==> config.mk <==
export PLATFORM = sky130hd
export DESIGN_NAME = systolic_tile_ctrl
export DESIGN_NICKNAME = d
export VERILOG_FILES = /design/src/rtl/systolic_tile_ctrl.sv
export SDC_FILE = /design/constraint.sdc
export NUM_CORES = 1
export LEC_CHECK = 0
export ABC_AREA = 1
export BUFFER_PORTS_ARGS = -buffer_cell sky130_fd_sc_hd__buf_2
export CORE_UTILIZATION = 40
export DETAILED_ROUTE_END_ITERATION = 12
export PLACE_DENSITY_LB_ADDON = 0.08
export SLEW_MARGIN = 25
export SYNTH_ARGS = -nofsm -noshare
export SYNTH_HDL_FRONTEND = slang
export SYNTH_SLANG_ARGS = --single-unit
==> constraint.sdc <==
create_clock -name CLK -period 7.8 [get_ports CLK]
set_input_delay 1.56 -clock CLK [delete_from_list [all_inputs] [get_ports CLK]]
set_output_delay 1.56 -clock CLK [all_outputs]
set_load 0.03 [all_outputs]
==> src/rtl/systolic_tile_ctrl.sv <==
`default_nettype none
// ============================================================================
//  Module      : systolic_tile_ctrl
//  Description : Job controller for a systolic PE array. Accepts a job
//                (START rising edge + M/K/N sizes), walks every output tile
//                in tm-major order and sequences operand-SRAM reads, PE
//                accumulator clears and output-SRAM row writes per tile.
//                Reports completion with a one-cycle pulse and a job cycle
//                count.
//  Ports       : CLK, RST (async, active-high)
//                START, STALL, M_SIZE_in, K_SIZE_in, N_SIZE_in   - job port
//                OPND1_RD_EN_out / OPND1_ADDR_out                - A SRAM
//                OPND2_RD_EN_out / OPND2_ADDR_out                - B SRAM
//                PE_CLEAR_out                                    - PE array
//                OUT_WR_EN_out / OUT_ROW_SEL_out / OUT_ADDR_out  - C SRAM
//                BUSY_out, IS_FINISHED_out, CYCLE_COUNT_out      - status
//  Revision    : 1.0 - initial release
// ============================================================================
module systolic_tile_ctrl #(
    parameter int PE_ARRAY_NUM_ROWS      = 4,
    parameter int PE_ARRAY_NUM_ROWS_LOG2 = 2,
    parameter int PE_ARRAY_NUM_COLS      = 4,
    parameter int PE_ARRAY_NUM_COLS_LOG2 = 2,
    parameter int MAX_M_SIZE_LOG2        = 9,
    parameter int MAX_K_SIZE_LOG2        = 9,
    parameter int MAX_N_SIZE_LOG2        = 9,
    parameter int OPND1_SRAM_AWIDTH      = 10,
    parameter int OPND2_SRAM_AWIDTH      = 10,
    parameter int OUT_SRAM_AWIDTH        = 10
) (
    input  logic                              CLK,
    input  logic                              RST,
    input  logic                              START,
    input  logic                              STALL,
    input  logic [MAX_M_SIZE_LOG2-1:0]        M_SIZE_in,
    input  logic [MAX_K_SIZE_LOG2-1:0]        K_SIZE_in,
    input  logic [MAX_N_SIZE_LOG2-1:0]        N_SIZE_in,
    output logic                              OPND1_RD_EN_out,
    output logic [OPND1_SRAM_AWIDTH-1:0]      OPND1_ADDR_out,
    output logic                              OPND2_RD_EN_out,
    output logic [OPND2_SRAM_AWIDTH-1:0]      OPND2_ADDR_out,
    output logic                              PE_CLEAR_out,
    output logic                              OUT_WR_EN_out,
    output logic [PE_ARRAY_NUM_ROWS_LOG2-1:0] OUT_ROW_SEL_out,
    output logic [OUT_SRAM_AWIDTH-1:0]        OUT_ADDR_out,
    output logic                              BUSY_out,
    output logic                              IS_FINISHED_out,
    output logic [31:0]                       CYCLE_COUNT_out
);

    // The step counter indexes k in FEED, the drain cycle in DRAIN and the
    // row in WRITE, so it is sized by the reduction depth.
    localparam int c_SW = MAX_K_SIZE_LOG2;
    localparam logic [c_SW-1:0] c_DRAIN_LAST = c_SW'(PE_ARRAY_NUM_ROWS + PE_ARRAY_NUM_COLS - 2);
    localparam logic [c_SW-1:0] c_WRITE_LAST = c_SW'(PE_ARRAY_NUM_ROWS - 1);

    typedef enum logic [2:0] {
        S_IDLE  = 3'd0,
        S_LOAD  = 3'd1,
        S_CLEAR = 3'd2,
        S_FEED  = 3'd3,
        S_DRAIN = 3'd4,
        S_WRITE = 3'd5,
        S_DONE  = 3'd6
    } state_t;

    state_t                     r_state;
    state_t                     w_state_nxt;

    // Set when START was low on the previous cycle; cleared by reset so a
    // START held high across reset release is not taken as a new request.
    logic                       r_start_low;
    logic                       w_accept;

    logic [MAX_M_SIZE_LOG2-1:0] r_m;
    logic [MAX_K_SIZE_LOG2-1:0] r_k;
    logic [MAX_N_SIZE_LOG2-1:0] r_n;
    logic [MAX_M_SIZE_LOG2-1:0] r_mt;
    logic [MAX_N_SIZE_LOG2-1:0] r_nt;
    logic [MAX_M_SIZE_LOG2-1:0] r_tm;
    logic [MAX_N_SIZE_LOG2-1:0] r_tn;
    logic [c_SW-1:0]            r_step;
    logic [31:0]                r_cycle_count;

    logic [MAX_M_SIZE_LOG2:0]   w_m_round;
    logic [MAX_N_SIZE_LOG2:0]   w_n_round;
    logic [MAX_M_SIZE_LOG2-1:0] w_mt;
    logic [MAX_N_SIZE_LOG2-1:0] w_nt;
    logic                       w_zero_size;
    logic                       w_feed_last;
    logic                       w_drain_last;
    logic                       w_write_last;
    logic                       w_tn_last;
    logic                       w_tm_last;
    logic                       w_row_valid;
    logic [OPND1_SRAM_AWIDTH-1:0] w_opnd1_addr;
    logic [OPND2_SRAM_AWIDTH-1:0] w_opnd2_addr;
    logic [OUT_SRAM_AWIDTH-1:0]   w_out_addr;

    assign w_accept = (r_state == S_IDLE) && START && r_start_low;

    // Tile counts: ceil(size / array dimension)
    assign w_m_round = {1'b0, r_m} + (MAX_M_SIZE_LOG2+1)'(PE_ARRAY_NUM_ROWS - 1);
    assign w_n_round = {1'b0, r_n} + (MAX_N_SIZE_LOG2+1)'(PE_ARRAY_NUM_COLS - 1);
    assign w_mt      = MAX_M_SIZE_LOG2'(w_m_round >> PE_ARRAY_NUM_ROWS_LOG2);
    assign w_nt      = MAX_N_SIZE_LOG2'(w_n_round >> PE_ARRAY_NUM_COLS_LOG2);

    assign w_zero_size  = (r_m == '0) || (r_k == '0) || (r_n == '0);
    assign w_feed_last  = (r_step == c_SW'(r_k - MAX_K_SIZE_LOG2'(1)));
    assign w_drain_last = (r_step == c_DRAIN_LAST);
    assign w_write_last = (r_step == c_WRITE_LAST);
    assign w_tn_last    = (r_tn == (r_nt - MAX_N_SIZE_LOG2'(1)));
    assign w_tm_last    = (r_tm == (r_mt - MAX_M_SIZE_LOG2'(1)));

    // Rows past M in the bottom tile are padding and must not be written.
    assign w_row_valid = ((32'(r_tm) * 32'(PE_ARRAY_NUM_ROWS)) + 32'(r_step)) < 32'(r_m);

    // Addresses wrap modulo 2^AWIDTH; the low bits of a product only depend
    // on the low bits of its operands, so computing at AWIDTH is exact.
    assign w_opnd1_addr = OPND1_SRAM_AWIDTH'(r_tm) * OPND1_SRAM_AWIDTH'(r_k)
                        + OPND1_SRAM_AWIDTH'(r_step);
    assign w_opnd2_addr = OPND2_SRAM_AWIDTH'(r_tn) * OPND2_SRAM_AWIDTH'(r_k)
                        + OPND2_SRAM_AWIDTH'(r_step);
    assign w_out_addr   = (OUT_SRAM_AWIDTH'(r_tm) * OUT_SRAM_AWIDTH'(r_nt)
                        + OUT_SRAM_AWIDTH'(r_tn)) * OUT_SRAM_AWIDTH'(PE_ARRAY_NUM_ROWS)
                        + OUT_SRAM_AWIDTH'(r_step);

    // ------------------------------------------------------------------
    // State register
    // ------------------------------------------------------------------
    always_ff @(posedge CLK or posedge RST) begin
        if (RST) begin
            r_state <= S_IDLE;
        end else begin
            r_state <= w_state_nxt;
        end
    end

    // ------------------------------------------------------------------
    // Next state and outputs. Strobes are qualified with !STALL so a frozen
    // step is issued exactly once, on the first unstalled cycle.
    // ------------------------------------------------------------------
    always_comb begin
        w_state_nxt     = r_state;
        OPND1_RD_EN_out = 1'b0;
        OPND1_ADDR_out  = '0;
        OPND2_RD_EN_out = 1'b0;
        OPND2_ADDR_out  = '0;
        PE_CLEAR_out    = 1'b0;
        OUT_WR_EN_out   = 1'b0;
        OUT_ROW_SEL_out = '0;
        OUT_ADDR_out    = '0;
        IS_FINISHED_out = 1'b0;
        BUSY_out        = (r_state != S_IDLE);

        case (r_state)
            S_IDLE: begin
                if (w_accept) begin
                    w_state_nxt = S_LOAD;
                end
            end
            S_LOAD: begin
                w_state_nxt = w_zero_size ? S_DONE : S_CLEAR;
            end
            S_CLEAR: begin
                PE_CLEAR_out = !STALL;
                w_state_nxt  = S_FEED;
            end
            S_FEED: begin
                OPND1_RD_EN_out = !STALL;
                OPND2_RD_EN_out = !STALL;
                OPND1_ADDR_out  = w_opnd1_addr;
                OPND2_ADDR_out  = w_opnd2_addr;
                if (w_feed_last) begin
                    w_state_nxt = S_DRAIN;
                end
            end
            S_DRAIN: begin
                if (w_drain_last) begin
                    w_state_nxt = S_WRITE;
                end
            end
            S_WRITE: begin
                OUT_WR_EN_out   = !STALL && w_row_valid;
                OUT_ROW_SEL_out = r_step[PE_ARRAY_NUM_ROWS_LOG2-1:0];
                OUT_ADDR_out    = w_out_addr;
                if (w_write_last) begin
                    w_state_nxt = (w_tm_last && w_tn_last) ? S_DONE : S_CLEAR;
                end
            end
            S_DONE: begin
                IS_FINISHED_out = !STALL;
                w_state_nxt     = S_IDLE;
            end
            default: begin
                w_state_nxt = S_IDLE;
            end
        endcase

        if (STALL && (r_state != S_IDLE)) begin
            w_state_nxt = r_state;
        end
    end

    // ------------------------------------------------------------------
    // Job registers, tile/step counters and the cycle counter
    // ------------------------------------------------------------------
    always_ff @(posedge CLK or posedge RST) begin
        if (RST) begin
            r_start_low   <= 1'b0;
            r_m           <= '0;
            r_k           <= '0;
            r_n           <= '0;
            r_mt          <= '0;
            r_nt          <= '0;
            r_tm          <= '0;
            r_tn          <= '0;
            r_step        <= '0;
            r_cycle_count <= '0;
        end else begin
            r_start_low <= !START;
            if (w_accept) begin
                r_m           <= M_SIZE_in;
                r_k           <= K_SIZE_in;
                r_n           <= N_SIZE_in;
                r_cycle_count <= '0;
            end else if (!STALL) begin
                case (r_state)
                    S_LOAD: begin
                        r_mt          <= w_mt;
                        r_nt          <= w_nt;
                        r_tm          <= '0;
                        r_tn          <= '0;
                        r_step        <= '0;
                        r_cycle_count <= r_cycle_count + 32'd1;
                    end
                    S_CLEAR: begin
                        r_step        <= '0;
                        r_cycle_count <= r_cycle_count + 32'd1;
                    end
                    S_FEED: begin
                        r_step        <= w_feed_last ? '0 : r_step + c_SW'(1);
                        r_cycle_count <= r_cycle_count + 32'd1;
                    end
                    S_DRAIN: begin
                        r_step        <= w_drain_last ? '0 : r_step + c_SW'(1);
                        r_cycle_count <= r_cycle_count + 32'd1;
                    end
                    S_WRITE: begin
                        r_cycle_count <= r_cycle_count + 32'd1;
                        if (w_write_last) begin
                            r_step <= '0;
                            if (w_tn_last) begin
                                r_tn <= '0;
                                r_tm <= r_tm + MAX_M_SIZE_LOG2'(1);
                            end else begin
                                r_tn <= r_tn + MAX_N_SIZE_LOG2'(1);
                            end
                        end else begin
                            r_step <= r_step + c_SW'(1);
                        end
                    end
                    default: begin
                    end
                endcase
            end
        end
    end

    assign CYCLE_COUNT_out = r_cycle_count;

endmodule
`default_nettype wire

Yosys cells after proc, flatten, opt, wreduce, memory -nomap -nowiden:

Cells that the tools add are included.

* RAM bits: 0
* input bits: 31
* register bits: 106
* logic and storage cells: 102
* output and inout port bits: 70
* bits in read-only memories: 0
* bits in latches: 0
* memories: 0

* shift-type cells: 0
* $mul: 3
* div/mod/pow operators: 0
* equal/unequal tests: 17
* bitwise gates (word level): 3
* reductions and logical operators: 25
* multiplexer cells: 28
* magnitude comparators: 1
* $add $sub $neg: 14

Operators by type and width (number)
* 32-bit two-way mux: 3
* 9-bit two-way mux: 7
* 9-bit case mux with 2 select lines: 2
* 9-bit case mux with 4 select lines: 1
* 32-bit by 1-bit adder with 32-bit output, second input constant: 1
* 10-bit by 9-bit adder with 10-bit output: 3
* 10-bit two-way mux: 3
* 9-bit by 1-bit adder with 9-bit output, second input constant: 3
* 9-bit == test: 3
* 9-bit logical NOT: 3
* 9-bit by 2-bit adder with 10-bit output, second input constant: 2
* 9-bit by 9-bit multiplier with 10-bit output: 2
* 3-bit two-way mux: 6
* 3-bit case mux with 6 select lines: 1
* 8-bit by 1-bit subtractor with 9-bit output, second input constant: 2
* 11-bit by 9-bit adder with 12-bit output: 1
* 12-bit by 9-bit less-than comparator with 1-bit output: 1
* 2-bit != test, second input constant: 5
* 5-bit AND reduction: 2
* 3-bit == test, second input constant: 3
* 9-bit by 2-bit == test with 1-bit output, second input constant: 1
* 9-bit by 3-bit == test with 1-bit output, second input constant: 1
* 9-bit by 8-bit multiplier with 8-bit output: 1
* 9-bit by 1-bit subtractor with 9-bit output, second input constant: 1
* 19 further kinds: 33

Longest topological paths before layout:

Gate-level depths: netlist of run 1.

* word-level depth: 6
* depth in mapped cells: 25

Worst setup path before layout of run 1:

No wires, ideal clock.

* path type: reg-to-output
* start point: register r_k[1]
* end point: output OPND1_ADDR_out[9]
* arrival time: 4791 ps
* stages on the path, launching flop included: 21
* setup slack: 1449 ps
* cell sequence: dfrtp_1 -> clkbuf_1 -> clkbuf_1 -> nand2_1 -> fa_1 -> inv_1 -> fa_1 -> inv_1 -> fa_1 -> inv_1 -> fa_1 -> inv_1 -> fa_1 -> inv_1 -> ha_1 -> nand2_1 -> o21ai_0 -> a21oi_1 -> nand3_1 -> nand2_1 -> nor2_1

* word-level cells in the longest chain between the ends: 3

Ends and longest elaborated chain
* start: declaration: line 76 `logic [MAX_K_SIZE_LOG2-1:0] r_k;`
* start signal: assignment: line 224 `r_k <= K_SIZE_in;`
* 9-bit by 9-bit multiplier with 10-bit output: line 120 `assign w_opnd1_addr = OPND1_SRAM_AWIDTH'(r_tm) * OPND1_SRAM_AWIDTH'(r_k)`
* 10-bit by 9-bit adder with 10-bit output: line 121 `+ OPND1_SRAM_AWIDTH'(r_step);`
* 10-bit two-way mux: line 156 `case (r_state)`
* end: declaration: line 39 `output logic [OPND1_SRAM_AWIDTH-1:0] OPND1_ADDR_out,`

No other way between the ends.

Final worst setup path of run 1:

* start point: register r_tm[1]
* end point: output OPND1_ADDR_out[9]

* word-level cells in the longest chain between the ends: 3

Ends and longest elaborated chain
* start: declaration: line 80 `logic [MAX_M_SIZE_LOG2-1:0] r_tm;`
* start signal: assignment: line 255 `r_tm <= r_tm + MAX_M_SIZE_LOG2'(1);`
* 9-bit by 9-bit multiplier with 10-bit output: line 120
* 10-bit by 9-bit adder with 10-bit output: line 121
* 10-bit two-way mux: line 156

No other way between the ends.

==> impl_metrics.ini, run 1 <==
[clocking]
clk_pin_slew_ps = 80
cts_buffers = 9
cts_tree = yes
cts_setup_buffers = 0
cts_buffer_depth = 2
h-tree-depth = 3
clkLatencyLatePin_ps = 370
cts_num_sinks = 106
root_buffer = clkbuf_16
ctsHoldBuffers = 0
cts_resized = 0

[final_layout]
layout-area-overhead-vs-synth_pct = 8.646
drive_gt1_share_pct = 10.50
nNetsFinal = 1949
num_antenna_cells = 0
n_fill_cell = 3076

[drt]
totalWireLength_um = 31580
avgViaCountPerCell = 4.942
vias = 10510
wl_per_cell_um = 14.85
drtPass1Iterations = 4
drt_iter0_drc = 492
ant_nets = 0
drc = 0

[placed_design]
io_buffers = 100
globalplace.congestion = 0.8323
hpwl_um = 25030

[sta]
finalWorstPathRequiredPeriod_ps = 6918
setup_viol = 0
slew_headroom_pct = 30.22
setup_tns_ps = 0
report.final.hold_viol_count = 0
finalCritPeriodShare_pct = 88.70
skew_ps = 15.41
finalMaxSlewViolations = 0
rsz0062_at_grt = false
fmax_ghz = 0.1445
worst_pin_slew_ps = 1047

[synth]
synth_xor_area_share_pct = 5.351
synth_top_family_by_area = simple AND/OR/NAND/NOR gates
syn_nets = 1890
synthMuxAreaShare_pct = 0
yosysWarnings = 0
synth_cells = 1679
synth.most_common_cell = nand2_1
async_reset_ff_share_pct = 100.0
yosys-top-cells-count = nand2_1 (440), inv_1 (308), nor2_1 (126)
synth_compound_area_share_pct = 9.097
synth-main-ff-cell = dfrtp_1
synth_cell_types = 48
syn-mean-instance-area_um2 = 7.103
synth_area_um2 = 11930
yosys.area.top_type = dfrtp_1
ys_seq_elements = 106
synth_area_leaders = dfrtp_1 (22%), nand2_1 (14%), fa_1 (13%)
synth_adder_area_share_pct = 23.92
synth_edf_count = 0
yosys.area_share.simple_pct = 26.61
yosysSeqAreaShare_pct = 22.24
synth_top_area_share_pct = 22.24

[job]
maxCapViolCount = 0

[grt]
grt_max_degree = 61
antenna_found_initial = 0
grt_pass1_wl_um = 51990
grt_overflow = 0
grt_util_all_layers_pct = 21.46
grt_pass1_vias = 10220

[worst_setup_path]
critPathMaxFanout = 23
end_kind = primary output
required_ps = 6240
crit_arrival_ps = 5360
crit_type = reg -> out
reg2reg_slack_ps = 4830
critPathLaunchType = register

[floorplan]
die_area_um2 = 30510
start_util_pct = 41.10
core_area_um2 = 29010
die_y_um = 174.7
num_io_pins = 101
die_w_um = 174.7
num_rows = 62

[power_and_ir_drop]
peakVddDrop_mv = 0.1064
powerDensity_nw_per_um2 = 221.0
total_power_w = 0.002864
power.leakage_nw = 6.900

[run_status]
outcome = completed

[min_path]
hp-class = reg -> reg
-- worst paths after layout --
path,startpoint,endpoint,cells past startpoint
min in group asynchronous,RST,r_start_low,2
max reg2reg,r_state[2],r_nt[5],11
max,r_tm[1],OPND1_ADDR_out[9],15
min reg2reg,CYCLE_COUNT_out[31],CYCLE_COUNT_out[31],1
min,CYCLE_COUNT_out[31],CYCLE_COUNT_out[31],1
max in group asynchronous,RST,r_mt[6],3
-- logic make-up (layout without fill, tap and decap cells) --
| group | Yosys count | after routing |
|---|---|---|
| adder cells (fa/ha/maj) | 180 | 180 |
| AND/OR/NAND/NOR | 743 | 743 |
| flip-flops | 106 | 106 |
| buffers and inverters | 385 | 449 |
| AO/OA/AOI/OAI | 193 | 193 |
| XOR/XNOR | 72 | 72 |
-- routing by layer --
| metal | global-route usage [%] | routed length (µm) |
|---|---|---|
| met5 | 0 | 0 |
| met4 | 5.362 | 553 |
| met3 | 2.263 | 1082 |
| met2 | 35.76 | 14610 |
| met1 | 29.69 | 15340 |
-- sequential cells by signal (all words and copies together) (netlist names), 3 cells and up --
name	count
r_nt	8
r_tm	9
CYCLE_COUNT_out	32
r_n	9
r_m	9
r_tn	9
r_step	9
r_state	3
r_mt	8
r_k	9
-- worst max-delay path: stages, from the launching register on --
cell and delay (ps):
dfrtp_1 1040, nand2_1 190, fa_1 540, fa_1 520, fa_1 530, fa_1 510, fa_1 530, inv_1 50
ha_1 320, a21oi_1 140, o21ai_0 100, a21oi_1 170, nand3_1 100, nand2_1 60, nor2_1 40, buf_2 170
-- where the power goes --
group	leakage [nW]	total (W)	switching, W	internal, W
combinational	5.36	0.00138	0.000905	0.000475
clock	0.141	0.000465	0.000240	0.000225
sequential	1.40	0.00102	0.000327	0.000691
total	6.90	0.00286	0.00147	0.00139
-- final cells by class --
cell class | instances | area, µm² | area share [%]
multi-input cells | 1188 | 7749 | 59.81
flip-flops and latches | 106 | 2653 | 20.47
inverters | 325 | 1225 | 9.454
repair buffers | 108 | 560.5 | 4.326
well taps | 384 | 480.5 | 3.708
clock buffers | 10 | 229.0 | 1.767
clock inverters | 6 | 60.06 | 0.4635
-- stage by stage --
| stage | utilization [%] | hold slack, ps | std cells | area, µm² | setup WS (ps) |
|---|---|---|---|---|---|
| 2_1_floorplan | - | 473.6 | 1679 | 11930 | 1449 |
| 3_3_place_gp | 43.66 | 475.5 | 2111 | 12670 | 1282 |
| 3_5_place_dp | 43.66 | 464.7 | 2111 | 12670 | 1222 |
| 4_1_cts | 44.66 | 483.8 | 2127 | 12960 | 817.0 |
| 5_1_grt | 44.66 | 508.6 | 2127 | 12960 | 617.2 |
| 6_report | 44.66 | 486.1 | 2127 | 12960 | 881.7 |
-- cells in the final DEF, fill, tap and decap left out, types with 8 or more instances in the layout --
master	Yosys	routed
nand4_1	30	30
inv_1	308	307
nand2_1	440	440
nor3_1	24	24
o22ai_1	9	9
xnor2_1	26	26
nor4_1	9	9
o21ai_0	73	73
nand3_1	75	75
fa_1	80	80
ha_1	100	100
buf_4	5	8
clkbuf_16	0	9
dfrtp_1	106	106
nor2_1	126	126
inv_2	15	15
o21ai_2	10	10
xor2_1	45	45
a21oi_1	70	70
buf_2	16	100
o21ai_1	9	9
Power figures use the tool's default switching activity.
==> inputs of run 2 (changes only) <==
Settings changed: RECOVER_POWER set to 100.
==> run 2 against run 1 <==
Against the previous run:
- sequential cell count unchanged
- global-route usage stayed put
- via count is 0.15% higher
- first-iteration DRC count grew 8.3%
- final area shrank 1.3%
- the run now ends with max-capacitance violations, max-slew violations left
- power decreased by 1.4%
- non-clock buffer count did not move
- largest cell class unchanged
- critical path depth shrank 1
- die area did not move
- register-to-register slack worse by 1600 ps
- sequential power barely moved
==> impl_metrics.ini, run 2 (synthesized netlist as in run 1, its figures left out) <==
[worst_setup_path]
slowest_delay_ps = 1040
slowest_stage = dfrtp_1
worst-path-buf-inv = 2
cp_common_cell = fa_1
critPathLaunchType = register
crit_arrival_ps = 5470
r2r-end = CYCLE_COUNT_out[31]
reg2reg_slack_ps = 3280
required_ps = 6240
path_delay_family = adder cells
end_kind = primary output
critPathMaxFanout = 23
r2r_cells = 12
crit_type = reg -> out
r2r_start = r_state[2]
crit_chain = nand2_1 -> fa_1 -> fa_1 -> fa_1 -> fa_1 -> fa_1 -> inv_1 -> ha_1 -> a21oi_1 -> o21ai_0 -> a21oi_1 -> a21oi_1 -> nor2_1 -> clkbuf_1

[drt]
drc = 0
avgViaCountPerCell = 4.949
totalWireLength_um = 31630
drtPass1Iterations = 5
vias = 10530
drt_iter0_drc = 533
ant_nets = 0
wl_per_cell_um = 14.87

[floorplan]
num_rows = 62
num_io_pins = 101
die_y_um = 174.7
core_area_um2 = 29010
die_w_um = 174.7
die_area_um2 = 30510
start_util_pct = 41.10

[power_and_ir_drop]
powerDensity_nw_per_um2 = 220.9
total_power_w = 0.002823
peakVddDrop_mv = 0.1046
power.leakage_nw = 6.576

[sta]
finalCritPeriodShare_pct = 90.13
finalWorstPathRequiredPeriod_ps = 7030
report.final.hold_viol_count = 0
slew_headroom_pct = -128.5
finalMaxSlewViolations = 169
worst_pin_slew_ps = 3427
fmax_ghz = 0.1422
worst_slack_ps = 769.7
skew_ps = 14.65
rsz0062_at_grt = false
setup_viol = 0
setup_tns_ps = 0

[final_layout]
layout-area-overhead-vs-synth_pct = 7.187
final_cell_mix = nand2_1 (441), inv_1 (311), nor2_1 (130)
nNetsFinal = 1949
drive_gt1_share_pct = 5.278
multi_input_area_um2 = 7674
largest_register_ffs = 32
final_common_cell = nand2_1
regArea_um2 = 2653
n_fill_cell = 3128
num_antenna_cells = 0
fin_area_um2 = 12780

[clocking]
clk_pin_slew_ps = 80
cts_num_sinks = 106
root_buffer = clkbuf_16
cts_buffer_depth = 2
cts_tree = yes
cts_resized = 0
cts_setup_buffers = 0
cts_buffers = 9
h-tree-depth = 3
ctsHoldBuffers = 0
clkLatencyLatePin_ps = 370

[placed_design]
io_buffers = 100
globalplace.congestion = 0.8323
dp_slack_ps = 1222
dpl-instance-area_um2 = 12670
hpwl_um = 25030

[min_path]
hp-class = reg -> reg
hold_depth = 1
min_to = CYCLE_COUNT_out[31]
hp-start = CYCLE_COUNT_out[31]

[grt]
grt_util_all_layers_pct = 21.46
grt_max_degree = 61
grt_pass1_vias = 10220
antenna_found_initial = 0
grt_pass1_wl_um = 51990
grt_overflow = 0

[run_status]
outcome = complete, but fails checks
violations = max-capacitance violations, max-slew violations

[job]
maxCapViolCount = 4
run 2: changes by cell type in the layout (fill, tap and decap cells not counted), sizes merged:
| cell | change |
|---|---|
| buf | -72 |
| inv | -1 |
| clkbuf | +72 |
| clkinvlp | +1 |
run 2: worst max path at each step:
| stage | start | endpoint | slack (ps) | cells after the start |
|---|---|---|---|---|
| final | r_tm[1] | OPND1_ADDR_out[9] | 770 | 14 |
| after detailed placement | r_tm[1] | OPND1_ADDR_out[9] | 1220 | 15 |
| after global routing | r_tm[1] | OUT_ADDR_out[9] | 490 | 19 |
| after CTS | r_tm[1] | OPND1_ADDR_out[9] | 820 | 14 |
| after floorplan | r_k[1] | OPND1_ADDR_out[9] | 1450 | 20 |
| after global placement | r_tm[1] | OPND1_ADDR_out[9] | 1280 | 15 |
run 2: per-layer routing:
metal,part of all wire [%],GRT usage [%]
met3,3.1,2.263
met5,0,0
met1,49,29.69
met2,46,35.76
met4,1.7,5.362
run 2: power by group:
group	total (W)	switching, W	internal (W)
logic	0.00134	0.000886	0.000456
registers	0.00102	0.000327	0.000691
clock network	0.000462	0.000237	0.000225
run 2: through the flow:
stage          utilization [%]  cells  hold WS, ps
6_report                 44.06   2127        483.6
2_1_floorplan                -   1679        473.6
3_3_place_gp             43.66   2111        475.5
4_1_cts                  44.66   2127        483.8
3_5_place_dp             43.66   2111        464.7
5_1_grt                  44.06   2127        510.0
run 2: layout make-up:
class,instances,area share [%]
Clock buffer,10,1.791
Clock inverter,6,0.4698
Inverter,325,9.573
Multi-Input combinational cell,1188,60.03
Sequential cell,106,20.75
Tap cell,384,3.759
Timing Repair Buffer,108,3.622
